==> src/rtl/wfg_subcore_timer.sv <==
// Subcycle/sync strobe generator for the waveform generator subcore.
// Configuration is shadowed and only reloaded when a sync period wraps.
module wfg_subcore_timer #(
    parameter int unsigned SUBW  = 16,
    parameter int unsigned SYNCW = 8
) (
    input  logic             wb_clk_i,
    input  logic             wb_rst_i,
    input  logic             ctrl_en_q_i,
    input  logic [SUBW-1:0]  cfg_subcycle_q_i,
    input  logic [SYNCW-1:0] cfg_sync_q_i,
    output logic             wfg_subcycle_o,
    output logic             wfg_sync_o,
    output logic [SYNCW-1:0] wfg_sync_cnt_o,
    output logic             wfg_active_o
);

    typedef enum logic {
        StIdle,
        StRun
    } state_e;

    state_e           state_q;
    logic [SUBW-1:0]  sub_cnt_q;
    logic [SUBW-1:0]  sub_q;
    logic [SYNCW-1:0] sync_cnt_q;
    logic [SYNCW-1:0] sync_q;
    logic             subcycle_q;
    logic             sync_strobe_q;
    logic             active_q;

    always_ff @(posedge wb_clk_i) begin
        if (wb_rst_i) begin
            state_q       <= StIdle;
            sub_cnt_q     <= '0;
            sub_q         <= '0;
            sync_cnt_q    <= '0;
            sync_q        <= '0;
            subcycle_q    <= 1'b0;
            sync_strobe_q <= 1'b0;
            active_q      <= 1'b0;
        end else begin
            case (state_q)
                StIdle: begin
                    if (ctrl_en_q_i) begin
                        state_q       <= StRun;
                        sub_q         <= cfg_subcycle_q_i;
                        sync_q        <= cfg_sync_q_i;
                        sub_cnt_q     <= '0;
                        sync_cnt_q    <= '0;
                        subcycle_q    <= 1'b1;
                        sync_strobe_q <= 1'b1;
                        active_q      <= 1'b1;
                    end
                end
                StRun: begin
                    if (!ctrl_en_q_i) begin
                        // Abort without finishing the period; next enable restarts phase 0.
                        state_q       <= StIdle;
                        sub_cnt_q     <= '0;
                        sync_cnt_q    <= '0;
                        subcycle_q    <= 1'b0;
                        sync_strobe_q <= 1'b0;
                        active_q      <= 1'b0;
                    end else if (sub_cnt_q == sub_q) begin
                        sub_cnt_q  <= '0;
                        subcycle_q <= 1'b1;
                        if (sync_cnt_q == sync_q) begin
                            sync_cnt_q    <= '0;
                            sync_strobe_q <= 1'b1;
                            sub_q         <= cfg_subcycle_q_i;
                            sync_q        <= cfg_sync_q_i;
                        end else begin
                            sync_cnt_q    <= sync_cnt_q + SYNCW'(1);
                            sync_strobe_q <= 1'b0;
                        end
                    end else begin
                        sub_cnt_q     <= sub_cnt_q + SUBW'(1);
                        subcycle_q    <= 1'b0;
                        sync_strobe_q <= 1'b0;
                    end
                end
                default: state_q <= StIdle;
            endcase
        end
    end

    assign wfg_subcycle_o = subcycle_q;
    assign wfg_sync_o     = sync_strobe_q;
    assign wfg_sync_cnt_o = sync_cnt_q;
    assign wfg_active_o   = active_q;

endmodule

==> config.mk <==
export PLATFORM = sky130hd
export DESIGN_NAME = wfg_subcore_timer
export DESIGN_NICKNAME = d
export VERILOG_FILES = /design/src/rtl/wfg_subcore_timer.sv
export SDC_FILE = /design/constraint.sdc
export NUM_CORES = 1
export LEC_CHECK = 0
export BUFFER_PORTS_ARGS = -buffer_cell sky130_fd_sc_hd__buf_2
export CORE_ASPECT_RATIO = 0.8
export CORE_UTILIZATION = 35
export DETAILED_ROUTE_END_ITERATION = 10
export PLACE_DENSITY_LB_ADDON = 0.12
export REMOVE_ABC_BUFFERS = 1
export SYNTH_ARGS = -nofsm -noshare
export SYNTH_HDL_FRONTEND = slang
export SYNTH_SLANG_ARGS = --single-unit
==> constraint.sdc <==
create_clock -name wb_clk_i -period 2.2 [get_ports wb_clk_i]
set_input_delay 0.55 -clock wb_clk_i [delete_from_list [all_inputs] [get_ports wb_clk_i]]
set_output_delay 0.55 -clock wb_clk_i [all_outputs]
set_load 0.02 [all_outputs]
# After elaboration in Yosys (flattened, before gate mapping)
# Index checks and enable logic that the tools add are counted.
[totals]
elab_cells = 52
in_bits = 27
regBits = 52
[op_classes]
bitwise = 1
reduce_logical = 3
n_addsub = 2
muxes = 30
n_eq_ne = 8
[op_table]
columns = ["cell", "count"]
rows = [
  ["$mux W16", 7],
  ["$mux W8", 8],
  ["$pmux W16 S2", 2],
  ["$pmux W8 S2", 2],
  ["$add A16 B1 Y16 const B", 1],
  ["$eq A16 B16 Y1", 1],
  ["$add A8 B1 Y8 const B", 1],
  ["$eq A8 B8 Y1", 1],
  ["$mux W1", 8],
  ["$ne A2 B2 Y1 const B", 3],
  ["$pmux W1 S2", 3],
  ["$ne A2 B1 Y1 const B", 2],
  ["$reduce_and A2 Y1", 2],
  ["$reduce_and A4 Y1", 1],
  ["$ne A3 B2 Y1 const B", 1],
  ["$not A1 Y1", 1],
]

# Depth between registers and ports, before layout
[depth]
depth_word = 5
mapped_depth = 8
depth_no_buf = 7

# Least setup slack after synthesis
# OpenSTA, ideal clock, no wires.
[synth_timing]
path_kind = "register to register"
start = "register sub_cnt_q[0]"
end = "register sub_q[0]"
path_stages_with_launch = 7
n_path_buf = 1
period_less_slack_ns = 2.224
t_arrival_ns = 2.152
required_time_ns = 2.128
slack_ns = -0.024
cell_sequence = "dfxtp_1 -> xnor2_1 -> nand4_1 -> or4_4 -> o41ai_4 -> buf_6 -> mux2i_1"
[synth_between]
elab_chain_cells = 3
[synth_lines]
columns = ["item", "line", "text"]
rows = [
  ["start: declaration", "24", "logic [SUBW-1:0] sub_cnt_q;"],
  ["start signal: assignment", "78", "sub_cnt_q <= sub_cnt_q + SUBW'(1);"],
  ["$eq A16 B16 Y1", "65", "end else if (sub_cnt_q == sub_q) begin"],
  ["$ne A2 B1 Y1 (no line)", "--", ""],
  ["$reduce_and A4 Y1 (no line)", "--", ""],
  ["end signal: assignment", "47", "sub_q <= cfg_subcycle_q_i;"],
  ["end signal: assignment", "71", "sub_q <= cfg_subcycle_q_i;"],
  ["end: declaration", "25", "logic [SUBW-1:0] sub_q;"],
]
# Every way passes these cells.
# A chain may end at the register's enable or synchronous reset.

# Worst setup path after layout
[layout_timing]
start = "register sub_q[10]"
end = "register sub_q[8]"
[layout_between]
elab_chain_cells = 3
[layout_lines]
columns = ["item", "line"]
rows = [
  ["$eq A16 B16 Y1", "65"],
  ["$ne A2 B1 Y1 (no line)", "--"],
  ["$reduce_and A4 Y1 (no line)", "--"],
]
# Every way passes these cells.

==> impl_metrics.ini <==
[clocking]
clkSinkCount = 52
htree_levels = 2
cts_tree = done
cts.reportedPaths.clkPinSlew_ns = 0.11
holdBufCountCts = 0
clk-insertion-delay-late_ns = 0.32
cts_max_path_buffers = 2
cts_root_buf = clkbuf_8
numCtsBuffers = 5

[global_routing]
grt_pass1_wl_um = 10800
grt_max_degree = 36
overflow = 0
grt_usage_pct = 17.2
grt_pass1_vias = 2155
antenna_found_initial = 0

[timing]
skew_ns = 0.0103
hold_ws_ns = 0.476
setup_viol = 0
final.period_utilization_pct = 98.7
rsz0062_at_grt = yes
tns_ns = 0
drv_slew = 0
relSlewSlack_pct = 61.5
period_needed_ns = 2.17
tightest_slew_ns = 0.578
clock.fmax_ghz = 0.461
hold_viol_final = 0

[route]
ant_nets = 0
routed_wl_um = 6450
wl_per_cell_um = 13.7
drt_iter0_drc = 62
vias = 2242
first_pass_iters = 5
avgViaCountPerCell = 4.76
drc = 0

[min_path]
hold_class = in2reg

[final_layout]
layout-drive-gt1-share_pct = 26.0
final-seq-area_um2 = 1040
instances_no_fill = 471
fin_nets = 397
area_growth_pct = 24.9
antennaDiodeCount = 0
stdcell_area_um2 = 3450
multi_input_area_um2 = 1610
nFillCells = 788

[yosys]
syn_area_um2 = 2760
ys_seq_area_share_pct = 37.7
synth_edf_count = 0
avgSynthCellArea_um2 = 9.29
synthFlopType = dfxtp_1
async_flop_share_pct = 0
ys.warnings.count = 0
synth_cells = 297
yosys_register_bits = 52
ys_types = 37

[die]
ios = 38
fp.coreArea_um2 = 7500
dieHeight_um = 81.4
die_w_um = 101
initial_core_util_pct = 36.8
rows = 28
dieArea_um2 = 8240

[pwr]
finalPower_mw = 1.98
vdd_drop_max_mv = 0.264
power_density_nw_per_um2 = 575
leakage_nw = 1.40

[worst_setup_path]
cpPeakStageDelay_ns = 0.58
cp_max_fo = 7
critPathRequiredTime_ns = 2.44
crit_chain = xnor2_2, nand4_1, or4_4, o41ai_4, buf_6, buf_8, mux2i_1
endpoint_kind = flop
criticalPathCategory = reg2reg
critPathLaunchType = flop
crit_path_top_delay_cell = or4_4
crit_arrival_ns = 2.42

[place]
dp.cells = 459
place.gp.congestion = 0.750
dpl.hpwl_um = 4480
port_buffers = 37
placed_area_um2 = 3280

[job]
max_cap_violations = 0

[outcome]
outcome = finished, final reports clean
## power breakdown
part / leakage (nW) / switching (mW) / internal (mW)
logic: 0.925 / 0.182 / 0.188
registers: 0.426 / 0.0301 / 0.985
clock network: 0.0491 / 0.362 / 0.235
total: 1.40 / 0.574 / 1.41
## repair_timing
action	in CTS	in global routing
setup buffers	2	1
pin swaps	2	3
endpoints found under the setup margin	24	27
cloned	2	0
resized for setup	7	1
## metal layers
layer / part of all wire [%] / global-route usage, % / vias to the layer above
li1: - / - / 1176
met1: 55 / 25.5 / 1009
met2: 40 / 24.9 / 50
met3: 4.0 / 3.15 / 7
met4: 1.2 / 5.36 / 0
met5: 0 / 0 / -
## area by class of cell
cell class	count	share of cell area, %
clock buffers	5	2.00
clock inverters	3	0.763
inverters	8	0.871
multi-input cells	220	46.7
flip-flops and latches	52	30.3
well taps	105	3.81
repair buffers	78	15.6
## critical path: cells and delay by family (launching register included)
family	cells	cell delay (ns)
AOI/OAI and AO/OA	1	0.26
xor gates and xnor gates	1	0.14
buffers and inverters	2	0.33
DFF	1	0.39
muxes	1	0.18
and+or+nand+nor	2	0.78
## flip-flops by register name (all words and copies together), names as in the netlist
| signal | count |
|---|---|
| sub_cnt_q | 16 |
| sub_q | 16 |
| sync_q | 8 |
| wfg_sync_cnt_o | 8 |
| state_q | 1 |
| wfg_active_o | 1 |
| wfg_subcycle_o | 1 |
| wfg_sync_o | 1 |
## cells by family after synthesis
family / Yosys count / share of synthesized area, %
buffers and inverters: 25 / 4.22
adder cells (fa/ha/maj): 5 / 2.27
flip-flops: 52 / 37.7
XOR/XNOR: 38 / 12.3
AO/OA/AOI/OAI: 30 / 8.35
AND/OR/NAND/NOR: 123 / 26.4
multiplexers: 24 / 8.71
## final timing paths
| check | start | end | slack, ns | cells past startpoint |
|---|---|---|---|---|
| setup / recovery | sub_q[10] | sub_q[8] | 0.03 | 7 |
| hold / removal | cfg_subcycle_q_i[11] | sub_q[11] | 0.48 | 3 |
| setup reg to reg | sub_q[10] | sub_q[8] | 0.03 | 7 |
| hold reg to reg | sync_q[5] | sync_q[5] | 0.49 | 2 |
## placed cells by master (no fill, tap or decap), types with 3 or more instances in the layout
cell,instances
dfxtp_1,50
nand2b_1,49
buf_2,37
buf_4,37
mux2i_1,24
xnor2_1,19
xor2_1,17
nor3_1,16
nand2_1,12
inv_1,8
a21oi_1,8
nand3_1,8
a211oi_1,8
nand4_1,7
nand4b_1,5
nor2_1,5
or3_1,5
o32ai_1,5
ha_1,5
clkbuf_8,5
nor4_1,3
o21ai_0,3
## Yosys cell counts (2+ instances only)
cell type | n | area share [%]
xor2_1 | 17 | 5.4
and3_1 | 2 | 0.45
or2_2 | 2 | 0.45
clkbuf_1 | 14 | 1.9
a21oi_1 | 8 | 1.5
a211oi_1 | 8 | 2.2
nor2b_1 | 2 | 0.45
buf_6 | 3 | 1.2
ha_1 | 5 | 2.3
or3_1 | 5 | 1.1
nand4b_1 | 5 | 1.6
dfxtp_1 | 52 | 38
o32ai_1 | 5 | 1.6
nand3_1 | 8 | 1.5
nor2_1 | 5 | 0.68
mux2i_1 | 24 | 8.7
xnor2_1 | 20 | 6.3
nor4_1 | 3 | 0.68
nand4_1 | 7 | 1.6
o21ai_0 | 3 | 0.54
inv_1 | 8 | 1.1
nand2b_1 | 49 | 11
nand2_1 | 12 | 1.6
nor3_1 | 16 | 2.9
and4_1 | 2 | 0.64
## metrics by stage
step                      util (%)  setup WS (ns)
after floorplan                  -         -0.666
after global placement        43.7        -0.0128
after detailed placement      43.7        -0.0474
after CTS                     46.2         0.0166
after global routing          46.0        -0.0696
final                         46.0         0.0290
Power figures use the tool's default switching activity.
